===== src/rtl/bw_sys_evt_cond_if.sv =====
// Event pin bundle between the system event model (master) and the conditioner (slave).
interface bw_sys_evt_cond_if #(
    parameter int CNT_W = 8
);
    logic             raw_warm_rst_l;
    logic             raw_ext_int_l;
    logic             raw_temp_trig;
    logic             raw_clk_stretch;
    logic             int_ack;
    logic             warm_rst_l;
    logic             ext_int_l;
    logic             int_pend;
    logic             temp_trig;
    logic             clk_stretch;
    logic [CNT_W-1:0] ext_int_cnt;
    logic [CNT_W-1:0] temp_trig_cnt;

    modport master (
        output raw_warm_rst_l, raw_ext_int_l, raw_temp_trig, raw_clk_stretch, int_ack,
        input  warm_rst_l, ext_int_l, int_pend, temp_trig, clk_stretch,
        input  ext_int_cnt, temp_trig_cnt
    );

    modport slave (
        input  raw_warm_rst_l, raw_ext_int_l, raw_temp_trig, raw_clk_stretch, int_ack,
        output warm_rst_l, ext_int_l, int_pend, temp_trig, clk_stretch,
        output ext_int_cnt, temp_trig_cnt
    );
endinterface


===== src/rtl/bw_sys_evt_cond.sv =====
// Event conditioner: sync + debounce of raw system events, warm-reset width stretch, interrupt handshake.
// Define BW_SYS_EVT_CNT_EN to build the saturating event counters; otherwise they read as zero.
//
//  state    | meaning
//  ---------+----------------------------------------------------------
//  IDLE     | warm_rst_l high, interrupts accepted
//  ASSERT   | warm_rst_l low, holding for the minimum width
//  WAIT_REL | warm_rst_l low, minimum met, waiting for request release
module bw_sys_evt_cond #(
    parameter int SYNC_STAGES = 2,
    parameter int DEB_CYCLES  = 4,
    parameter int RST_MIN_CYC = 16,
    parameter int CNT_W       = 8
) (
    input logic              jbus_gclk,
    input logic              j_rst,
    bw_sys_evt_cond_if.slave evt
);

    typedef enum logic [1:0] {
        IDLE     = 2'd0,
        ASSERT   = 2'd1,
        WAIT_REL = 2'd2
    } state_t;

    localparam int DEB_W  = (DEB_CYCLES > 1) ? $clog2(DEB_CYCLES) : 1;
    localparam int HOLD_W = (RST_MIN_CYC > 1) ? $clog2(RST_MIN_CYC) : 1;

    // bit order: 0 warm reset, 1 ext interrupt, 2 temp trigger, 3 clock stretch
    localparam logic [3:0]        SYNC_RST  = 4'b0011;
    localparam logic [2:0]        DEB_RST   = 3'b011;
    localparam logic [DEB_W-1:0]  DEB_LAST  = DEB_W'(DEB_CYCLES - 1);
    localparam logic [HOLD_W-1:0] HOLD_LOAD = HOLD_W'(RST_MIN_CYC - 1);

    logic [3:0] raw_vec;
    logic [3:0] sync_out;
    logic [2:0] deb_lvl;

    logic warm_deb;
    logic ext_deb;
    logic temp_deb;
    logic ext_deb_d;
    logic ext_fall;

    logic temp_trig_q;
    logic clk_stretch_q;
    logic int_pend_q;

    state_t             state_q;
    state_t             state_d;
    logic [HOLD_W-1:0]  hold_q;
    logic [HOLD_W-1:0]  hold_d;
    logic               warm_rst_l_o;

    assign raw_vec = {evt.raw_clk_stretch, evt.raw_temp_trig,
                      evt.raw_ext_int_l, evt.raw_warm_rst_l};

    genvar g;
    generate
        for (g = 0; g < 4; g++) begin : g_sync
            logic [SYNC_STAGES-1:0] chain_q;

            always_ff @(posedge jbus_gclk) begin
                if (j_rst) begin
                    chain_q <= {SYNC_STAGES{SYNC_RST[g]}};
                end else begin
                    chain_q <= {chain_q[SYNC_STAGES-2:0], raw_vec[g]};
                end
            end

            assign sync_out[g] = chain_q[SYNC_STAGES-1];
        end

        // A mismatch must persist DEB_CYCLES consecutive cycles before the level flips.
        for (g = 0; g < 3; g++) begin : g_deb
            logic [DEB_W-1:0] cnt_q;
            logic             lvl_q;

            always_ff @(posedge jbus_gclk) begin
                if (j_rst) begin
                    cnt_q <= '0;
                    lvl_q <= DEB_RST[g];
                end else if (sync_out[g] != lvl_q) begin
                    if (cnt_q == DEB_LAST) begin
                        cnt_q <= '0;
                        lvl_q <= sync_out[g];
                    end else begin
                        cnt_q <= cnt_q + DEB_W'(1);
                    end
                end else begin
                    cnt_q <= '0;
                end
            end

            assign deb_lvl[g] = lvl_q;
        end
    endgenerate

    assign warm_deb = deb_lvl[0];
    assign ext_deb  = deb_lvl[1];
    assign temp_deb = deb_lvl[2];
    assign ext_fall = ext_deb_d & ~ext_deb;

    always_ff @(posedge jbus_gclk) begin
        if (j_rst) begin
            ext_deb_d     <= 1'b1;
            temp_trig_q   <= 1'b0;
            clk_stretch_q <= 1'b0;
        end else begin
            ext_deb_d     <= ext_deb;
            temp_trig_q   <= temp_deb;
            clk_stretch_q <= sync_out[3];
        end
    end

    // Warm reset flushes any pending interrupt; a new edge beats a same-cycle ack.
    always_ff @(posedge jbus_gclk) begin
        if (j_rst) begin
            int_pend_q <= 1'b0;
        end else if (state_q != IDLE) begin
            int_pend_q <= 1'b0;
        end else if (ext_fall) begin
            int_pend_q <= 1'b1;
        end else if (evt.int_ack) begin
            int_pend_q <= 1'b0;
        end
    end

    always_ff @(posedge jbus_gclk) begin
        if (j_rst) begin
            state_q <= IDLE;
            hold_q  <= '0;
        end else begin
            state_q <= state_d;
            hold_q  <= hold_d;
        end
    end

    // A request already released when the hold expires goes straight back to IDLE,
    // so a short request gives exactly RST_MIN_CYC low cycles.
    always_comb begin
        state_d = state_q;
        hold_d  = hold_q;
        case (state_q)
            IDLE: begin
                if (!warm_deb) begin
                    state_d = ASSERT;
                    hold_d  = HOLD_LOAD;
                end
            end
            ASSERT: begin
                if (hold_q == '0) begin
                    state_d = warm_deb ? IDLE : WAIT_REL;
                end else begin
                    hold_d = hold_q - HOLD_W'(1);
                end
            end
            WAIT_REL: begin
                if (warm_deb) begin
                    state_d = IDLE;
                end
            end
            default: begin
                state_d = IDLE;
            end
        endcase
    end

    always_comb begin
        warm_rst_l_o = (state_q == IDLE);
    end

    assign evt.warm_rst_l  = warm_rst_l_o;
    assign evt.int_pend    = int_pend_q;
    assign evt.ext_int_l   = ~int_pend_q;
    assign evt.temp_trig   = temp_trig_q;
    assign evt.clk_stretch = clk_stretch_q;

`ifdef BW_SYS_EVT_CNT_EN
    logic             int_accept;
    logic             temp_rise;
    logic [CNT_W-1:0] ext_int_cnt_q;
    logic [CNT_W-1:0] temp_trig_cnt_q;

    assign int_accept = ext_fall & (state_q == IDLE);
    assign temp_rise  = temp_deb & ~temp_trig_q;

    always_ff @(posedge jbus_gclk) begin
        if (j_rst) begin
            ext_int_cnt_q   <= '0;
            temp_trig_cnt_q <= '0;
        end else begin
            if (int_accept && (ext_int_cnt_q != '1)) begin
                ext_int_cnt_q <= ext_int_cnt_q + CNT_W'(1);
            end
            if (temp_rise && (temp_trig_cnt_q != '1)) begin
                temp_trig_cnt_q <= temp_trig_cnt_q + CNT_W'(1);
            end
        end
    end

    assign evt.ext_int_cnt   = ext_int_cnt_q;
    assign evt.temp_trig_cnt = temp_trig_cnt_q;
`else
    assign evt.ext_int_cnt   = '0;
    assign evt.temp_trig_cnt = '0;
`endif

endmodule


===== src/flat_wrapper.sv =====
// flat-port wrapper written by rule: the top's interface ports become plain ports
module bw_sys_evt_cond_flat 
#(
    parameter int SYNC_STAGES = 2,
    parameter int DEB_CYCLES  = 4,
    parameter int RST_MIN_CYC = 16,
    parameter int CNT_W       = 8
)
  (jbus_gclk, j_rst, evt_raw_warm_rst_l, evt_raw_ext_int_l, evt_raw_temp_trig, evt_raw_clk_stretch, evt_int_ack, evt_warm_rst_l, evt_ext_int_l, evt_int_pend, evt_temp_trig, evt_clk_stretch, evt_ext_int_cnt, evt_temp_trig_cnt);
  bw_sys_evt_cond_if #(.CNT_W(CNT_W)) evt_i ();
  input logic jbus_gclk;
  input logic j_rst;
  input wire logic [$bits(evt_i.raw_warm_rst_l)-1:0] evt_raw_warm_rst_l;
  input wire logic [$bits(evt_i.raw_ext_int_l)-1:0] evt_raw_ext_int_l;
  input wire logic [$bits(evt_i.raw_temp_trig)-1:0] evt_raw_temp_trig;
  input wire logic [$bits(evt_i.raw_clk_stretch)-1:0] evt_raw_clk_stretch;
  input wire logic [$bits(evt_i.int_ack)-1:0] evt_int_ack;
  output wire logic [$bits(evt_i.warm_rst_l)-1:0] evt_warm_rst_l;
  output wire logic [$bits(evt_i.ext_int_l)-1:0] evt_ext_int_l;
  output wire logic [$bits(evt_i.int_pend)-1:0] evt_int_pend;
  output wire logic [$bits(evt_i.temp_trig)-1:0] evt_temp_trig;
  output wire logic [$bits(evt_i.clk_stretch)-1:0] evt_clk_stretch;
  output wire logic [$bits(evt_i.ext_int_cnt)-1:0] evt_ext_int_cnt;
  output wire logic [$bits(evt_i.temp_trig_cnt)-1:0] evt_temp_trig_cnt;
  assign evt_i.raw_warm_rst_l = evt_raw_warm_rst_l;
  assign evt_i.raw_ext_int_l = evt_raw_ext_int_l;
  assign evt_i.raw_temp_trig = evt_raw_temp_trig;
  assign evt_i.raw_clk_stretch = evt_raw_clk_stretch;
  assign evt_i.int_ack = evt_int_ack;
  assign evt_warm_rst_l = evt_i.warm_rst_l;
  assign evt_ext_int_l = evt_i.ext_int_l;
  assign evt_int_pend = evt_i.int_pend;
  assign evt_temp_trig = evt_i.temp_trig;
  assign evt_clk_stretch = evt_i.clk_stretch;
  assign evt_ext_int_cnt = evt_i.ext_int_cnt;
  assign evt_temp_trig_cnt = evt_i.temp_trig_cnt;
  bw_sys_evt_cond #(.SYNC_STAGES(SYNC_STAGES), .DEB_CYCLES(DEB_CYCLES), .RST_MIN_CYC(RST_MIN_CYC), .CNT_W(CNT_W)) u_core (.jbus_gclk(jbus_gclk), .j_rst(j_rst), .evt(evt_i));
endmodule

===== config.mk =====
export PLATFORM = sky130hd
export DESIGN_NAME = bw_sys_evt_cond_flat
export DESIGN_NICKNAME = d
export VERILOG_FILES = /design/src/rtl/bw_sys_evt_cond_if.sv /design/src/rtl/bw_sys_evt_cond.sv /design/src/flat_wrapper.sv
export SDC_FILE = /design/constraint.sdc
export NUM_CORES = 1
export LEC_CHECK = 0
export ABC_AREA = 1
export BUFFER_PORTS_ARGS = -buffer_cell sky130_fd_sc_hd__buf_4
export CAP_MARGIN = 20
export CORE_MARGIN = 2
export CORE_UTILIZATION = 55
export DETAILED_ROUTE_END_ITERATION = 6
export PLACE_DENSITY = 0.82
export RECOVER_POWER = 25
export REMOVE_ABC_BUFFERS = 1
export SLEW_MARGIN = 40
export SYNTH_ARGS = -nofsm -noshare
export SYNTH_HDL_FRONTEND = slang
export SYNTH_SLANG_ARGS = --single-unit

===== constraint.sdc =====
create_clock -name jbus_gclk -period 2.05 [get_ports jbus_gclk]
set_clock_uncertainty 0.2 [all_clocks]
set_input_delay 0.615 -clock jbus_gclk [delete_from_list [all_inputs] [get_ports jbus_gclk]]
set_output_delay 0.615 -clock jbus_gclk [all_outputs]
set_load 0.005 [all_outputs]

-- After elaboration in Yosys (flattened, before gate mapping)
Index checks and enable logic that the tools add are counted.
- $add $sub $neg: 4
- multipliers: 0
- divide/modulo/power cells: 0
- order comparisons: 0
- eq/ne operators: 12
- shifts and indexed selects: 0
- multiplexer cells: 10
- bitwise gates (word level): 6
- reductions and logical operators: 14
- operators by type and width (operator ; count):
    $reduce_or A3 Y1 ; 3
    $eq A2 B2 Y1 const B ; 4
    $mux W2 ; 4
    $mux W4 ; 2
    $pmux W4 S2 ; 1
    $add A2 B1 Y2 const B ; 3
    $pmux W2 S3 ; 1
    $reduce_and A2 Y1 ; 3
    $reduce_and A3 Y1 ; 2
    $reduce_bool A2 Y1 ; 3
    $not A1 Y1 ; 5
    $logic_not A4 Y1 ; 1
    $ne A2 B1 Y1 const B ; 2
    $ne A2 B2 Y1 const B ; 2
    $sub A4 B1 Y4 const B ; 1
    $ne A1 B1 Y1 ; 3
    $eq A2 B1 Y1 const B ; 1
    $logic_not A2 Y1 ; 1
    $mux W1 ; 2
    $reduce_or A2 Y1 ; 1
    $and A1 B1 Y1 ; 1
- bits in registers: 27
- latch bits: 0
- RAM bits: 0
- ROM bits: 0
- output and inout bits: 21
- memories: 0

-- Depth between registers and ports, before layout
Gate-level depths: netlist (run 1).
- word-level depth: 3
- gate-level depth with buffers: 9
- mapped depth without buffers: 9

-- Least setup slack after synthesis (run 1)
Ideal clock, no wire load.
- path type: input to register
- start point: input port j_rst
- end point: register u_core.ext_deb_d
- setup time: 120 ps
- arrival: 1119 ps
- required time: 1730 ps
- path slack: 611 ps
- stages on the path: 3
- buffers on the path: 2
- cell sequence: buf_2 > buf_2 > or2_1
- RTL lines (what ; RTL line ; RTL):
    start: declaration ; flat_wrapper.sv:12 ; input logic j_rst;
    end signal: assignment ; bw_sys_evt_cond.sv:110 ; ext_deb_d <= ext_deb;
    end: declaration ; bw_sys_evt_cond.sv:42 ; logic ext_deb_d;
No word-level cell between the ends.

-- Final worst setup path (run 1)
- start point: register u_core.state_q[0]
- end point: output port evt_warm_rst_l
- longest elaborated chain between the ends: 1
- RTL lines (what ; RTL line ; RTL):
    start: declaration ; bw_sys_evt_cond.sv:49 ; state_t state_q;
    start signal: assignment ; bw_sys_evt_cond.sv:134 ; state_q <= state_d;
    $logic_not A2 Y1 ; bw_sys_evt_cond.sv:170 ; warm_rst_l_o = (state_q == IDLE);
    end: declaration ; flat_wrapper.sv:18 ; output wire logic [$bits(evt_i.warm_rst_l)-1:0] evt_warm_rst_l;
No other way between the ends.

==> impl_metrics.yaml, run 1 <==
outcome:
  status: "completed"
clocking:
  cts_setup_buffers: 0
  postCtsHoldBufs: 0
  cts_resized: 0
  cts_tree: "built"
  cts_root_buf: "clkbuf_4"
  path_clk_slew_ns: 0.14
  insertion_delay_ns: 0.32
  cts.sink_count: 27
  cts-buffers-inserted: 3
  clk_path_buf_depth: 2
  h-tree-depth: 1
drt:
  drtAntennaViolNets: 0
  wl_per_cell_um: 8.89
  wl_um: 1580
  vias: 804
  via_per_inst: 4.52
  drtPass1Iterations: 4
  drcViolationCount: 0
  drt_iter0_drc: 4
global_route:
  grt_remaining_overflow: 0
  grt_max_degree: 20
  grt_pass1_wl_um: 2730
  track_usage: 0.147
  grt_pass1_vias: 732
  antenna_found_initial: 0
sta:
  final_hold_viol_count: 0
  slew_headroom: 0.504
  min_period_over_period: 0.899
  grt_setup_unrepaired: "false"
  min_period_ns: 1.84
  fmax_mhz: 543
  tns_ns: 0
  slew_violations: 0
  setup_viol: 0
  worst_pin_slew_ns: 0.744
logic_synthesis:
  synth_area_leaders: "dfxtp_1, buf_4, inv_1"
  synth_commonest_cells: "dfxtp_1, inv_1, nor2_1"
  synth_cell_types: 23
  ys_ff_latch: 27
  syn_area_per_cell_um2: 8.17
  yosysMostFrequentCell: "dfxtp_1"
  synth_edf_count: 0
  syn_area_um2: 1140
  seq_area_frac_synth: 0.476
  ys_warn_count: 0
  synth-async-reset-ratio: 0
  netlist_instances: 139
  synth-main-ff-cell: "dfxtp_1"
  yosysTopAreaCell: "dfxtp_1"
  synth.top_cell.area_share: 0.476
die:
  io_pins: 28
  core_area_um2: 1960
  initial_core_util: 0.579
  fp.dieH_um: 49.5
  die_area_um2: 2450
  rows: 16
  die_width_um: 49.5
setup_path:
  cp-start-kind: "flip-flop"
  crit_chain: "nor2_2, buf_4"
  r2r-end: "u_core.hold_q[2]$_SDFFE_PP0P_"
  endpoint_kind: "primary output"
  cpPeakStageDelay_ns: 0.36
  worstSetupPathType: "reg -> out"
  r2r_start: "u_core.hold_q[0]$_SDFFE_PP0P_"
  critPathBufInv: 1
  arrival_ns: 1.03
  slowest_stage: "dfxtp_1"
  reg2reg_depth: 9
  reg2reg_slack_ns: 0.57
  cp_top_family: "flip-flops"
  cp_max_fo: 4
  crit_required_ns: 1.23
final_layout:
  n_antenna_cell: 0
  nets: 163
  drive_gt1_frac: 0.185
  area_delta_synth_final_pct: 6.06
  post-route-util: 0.614
power:
  p_comb_frac: 0.044
  leakage_nw: 0.577
  pwr_density_cell_nw_per_um2: 662
  intPower_uw: 623
  ir_drop_uv: 484
  seq_power_share: 0.675
  p_sw_uw: 175
  switching_share: 0.219
  pwr-share-clk: 0.281
worst_hold_path:
  hold_class: "reg -> reg"
  worstHoldStart: "u_core.g_sync[3].chain_q[1]$_SDFF_PP0_"
  hold_end: "u_core.evt.clk_stretch$_SDFF_PP0_"
  hold_depth: 2
placed_design:
  portBuffers: 11
  place_hpwl_um: 1220
  place.gp.congestion: 0.763
job:
  drv_cap: 0
-- power by group through the flow --
stage / clock, mW / sequential (mW) / combinational [mW]
floorplan: 0 / 0.549 / 0.0200
global route: 0.250 / 0.540 / 0.0425
finish: 0.224 / 0.539 / 0.0355
CTS: 0.234 / 0.539 / 0.0360
global placement: 0 / 0.549 / 0.0347
detailed placement: 0 / 0.550 / 0.0360
-- worst min-delay path: stages (launching register included) --
cell	delay [ns]
dfxtp_1	0.32
inv_1	0.04
nor2_1	0.03
-- routing by layer --
layer	vias to the layer above	track usage	share of wire
li1	416	-	-
met1	362	0.149	0.43
met2	22	0.279	0.50
met3	4	0.0182	0.044
met4	0	0.0972	0.028
met5	-	0	0
-- worst max path at each step --
stage	start	end	slack [ns]	depth (start not counted)
after CTS	u_core.state_q[0]$_SDFFE_PP0P_	evt_warm_rst_l	0.20	2
after global placement	u_core.state_q[0]$_SDFFE_PP0P_	evt_warm_rst_l	0.59	2
final	u_core.state_q[0]$_SDFFE_PP0P_	evt_warm_rst_l	0.21	2
after global routing	u_core.state_q[0]$_SDFFE_PP0P_	evt_warm_rst_l	0.15	2
after floorplan	u_core.hold_q[0]$_SDFFE_PP0P_	u_core.hold_q[2]$_SDFFE_PP0P_	0.73	9
after detailed placement	j_rst	u_core.hold_q[2]$_SDFFE_PP0P_	0.58	6
-- per-stage QoR --
stage / setup WS (ns) / power (mW) / cells / instance area, µm² / hold slack [ns]
2_1_floorplan: 0.727 / 0.569 / 136 / 1060 / 0.188
4_1_cts: 0.202 / 0.809 / 178 / 1210 / 0.216
3_3_place_gp: 0.588 / 0.584 / 174 / 1180 / 0.192
5_1_grt: 0.146 / 0.833 / 178 / 1200 / 0.242
3_5_place_dp: 0.584 / 0.586 / 174 / 1180 / 0.197
6_report: 0.207 / 0.798 / 178 / 1200 / 0.215
-- placed cells by master (no fill, tap or decap), types with 2 or more instances in the layout --
cell type  instances
dfxtp_1           27
inv_1             20
nor2_1            18
conb_1            16
nand2_1           15
buf_4             10
a21oi_1            6
nand3_1            6
or2_2              4
ha_1               4
nand2_2            3
clkbuf_4           3
nor2_2             2
inv_2              2
o21ai_0            2
o211ai_1           2
nand2_4            2
o21ai_1            2
-- registers in the layout, indices dropped and copies added, names as in the netlist --
signal / flops
u_core.g_sync.chain_q: 8
u_core.g_deb.cnt_q: 6
u_core.hold_q: 4
u_core.g_deb.lvl_q: 2
u_core.state_q: 2
u_core.evt.clk_stretch: 1
u_core.evt.int_pend: 1
u_core.evt.temp_trig: 1
u_core.ext_deb: 1
u_core.ext_deb_d: 1
-- logic make-up after synthesis --
group / synth area share
buffers and inverters: 0.192
DFF: 0.476
AOI/OAI and AO/OA: 0.0694
other: 0.00330
adders and majority gates: 0.0441
and+or+nand+nor: 0.216
-- area by class of cell --
cell class | instances | area [µm²]
clock buffers | 3 | 22.5
clock inverters | 1 | 7.51
fillers | 182 | 757
inverters | 23 | 87.6
multi-input cells | 86 | 434
flip-flops and latches | 27 | 541
well taps | 27 | 33.8
repair buffers | 11 | 78.8
No activity file was read; power rests on OpenSTA's default activity.
==> run 2, diff against run 1 <==
- PLACE_DENSITY: 0.82 -> 0.91
==> run 2 against run 1 <==
Against the previous run: routed wire length grew 0.19%; count of clock-buffer cells in the layout unchanged; clock power is 2% lower; final area unchanged; global-route usage is 0.51 points lower; worst setup slack improved by 0.034 ns; non-clock buffer count is the same; largest power group unchanged; highest routed layer is now met3.
==> impl_metrics.yaml, run 2 (same netlist as run 1, synthesis figures left out) <==
global_route:
  track_usage: 0.142
  antenna_found_initial: 0
  grt_pass1_vias: 699
  grt_remaining_overflow: 0
  grt_pass1_wl_um: 2730
  grt_max_degree: 20
drt:
  via_per_inst: 4.50
  wl_per_cell_um: 8.90
  drt-met1-wl_um: 624
  wl_um: 1590
  drtAntennaViolNets: 0
  drtPass1Iterations: 4
  vias: 801
  wl_met2_um: 863
  highest_layer: "met3"
  wl_met3_um: 97
  drt_iter0_drc: 11
  drcViolationCount: 0
sta:
  slew_violations: 0
  fmax_mhz: 553
  final_hold_viol_count: 0
  worst_pin_slew_ns: 0.707
  slew_headroom: 0.529
  min_period_ns: 1.81
  grt_setup_unrepaired: "false"
  setup_viol: 0
  tns_ns: 0
  min_period_over_period: 0.883
final_layout:
  n_antenna_cell: 0
  drive_gt1_frac: 0.185
  regMostFlops: "u_core.g_sync.chain_q"
  mostFrequentLayoutCells: "dfxtp_1, inv_1, nor2_1, conb_1, nand2_1"
  area_delta_synth_final_pct: 6.06
  finalNonFillerCells: 178
  filler_cell_count: 191
  largestRegisters: "u_core.g_sync.chain_q: 8 flops, u_core.g_deb.cnt_q: 6 flops, u_core.hold_q: 4 flops"
  final_common_cell: "dfxtp_1"
  nets: 163
  largest_reg_flops: 8
clocking:
  cts_tree: "built"
  cts-buffers-inserted: 3
  cts_setup_buffers: 0
  cts_root_buf: "clkbuf_4"
  clk_path_buf_depth: 2
  cts_resized: 0
  cts.sink_count: 27
  postCtsHoldBufs: 0
  insertion_delay_ns: 0.31
  h-tree-depth: 1
  path_clk_slew_ns: 0.14
power:
  leakage_nw: 0.577
  pwr_density_cell_nw_per_um2: 658
  ir_drop_uv: 513
setup_path:
  worstSetupPathType: "reg -> out"
  endpoint_kind: "primary output"
  cp-start-kind: "flip-flop"
  cp_max_fo: 4
  arrival_ns: 0.99
  crit_required_ns: 1.23
worst_hold_path:
  hold_class: "reg -> reg"
job:
  drv_cap: 0
die:
  initial_core_util: 0.579
  die_width_um: 49.5
  fp.dieH_um: 49.5
  die_area_um2: 2450
  rows: 16
  core_area_um2: 1960
  io_pins: 28
placed_design:
  portBuffers: 11
  place_hpwl_um: 1300
  place.gp.congestion: 0.781
  post-place-cells: 174
outcome:
  status: "completed"
run 2: cell counts in the layout (fill, tap and decap cells not counted):
Identical to the previous run, type by type.
run 2: worst paths after layout:
| path | startpoint | endpoint | slack (ns) | depth (start not counted) |
|---|---|---|---|---|
| setup / recovery | u_core.state_q[1]$_SDFFE_PP0P_ | evt_warm_rst_l | 0.24 | 2 |
| hold / removal | u_core.g_sync[3].chain_q[0]$_SDFF_PP0_ | u_core.g_sync[3].chain_q[1]$_SDFF_PP0_ | 0.21 | 2 |
| setup reg to reg | u_core.hold_q[0]$_SDFFE_PP0P_ | u_core.hold_q[2]$_SDFFE_PP0P_ | 0.57 | 9 |
| hold reg to reg | u_core.g_sync[3].chain_q[0]$_SDFF_PP0_ | u_core.g_sync[3].chain_q[1]$_SDFF_PP0_ | 0.21 | 2 |
run 2: metrics by stage:
step / utilization / power (mW) / cell area [µm²] / worst slack, ns / hold WS (ns)
floorplan: - / 0.569 / 1060 / 0.727 / 0.188
global placement: 0.601 / 0.584 / 1180 / 0.600 / 0.193
detailed placement: 0.601 / 0.586 / 1180 / 0.590 / 0.196
CTS: 0.616 / 0.808 / 1210 / 0.225 / 0.215
global route: 0.614 / 0.840 / 1200 / 0.169 / 0.228
finish: 0.614 / 0.792 / 1200 / 0.241 / 0.213
run 2: area by class of cell:
class | count | area, µm² | area share
Sequential cell | 27 | 541 | 0.449
Multi-Input combinational cell | 86 | 434 | 0.360
Inverter | 23 | 87.6 | 0.0727
Timing Repair Buffer | 11 | 78.8 | 0.0654
Tap cell | 27 | 33.8 | 0.0280
Clock buffer | 3 | 22.5 | 0.0187
Clock inverter | 1 | 7.51 | 0.00623
run 2: per-layer routing:
| layer | vias to the layer above | GRT usage |
|---|---|---|
| met3 | 0 | 0.0273 |
| li1 | 415 | - |
| met4 | 0 | 0.0556 |
| met1 | 359 | 0.172 |
| met5 | - | 0 |
| met2 | 27 | 0.248 |
run 2: worst max-delay path, cell delays in order, from the launching register on:
cell     delay, ns
dfxtp_1       0.34
nor2_2        0.19
buf_4         0.15
run 2: where the power goes:
group	total [mW]	internal, mW	leakage (nW)	switching, mW
sequential	0.538	0.534	0.220	0.00389
combinational	0.0353	0.0143	0.344	0.0210
clock	0.219	0.0743	0.0139	0.144
total	0.792	0.623	0.577	0.169
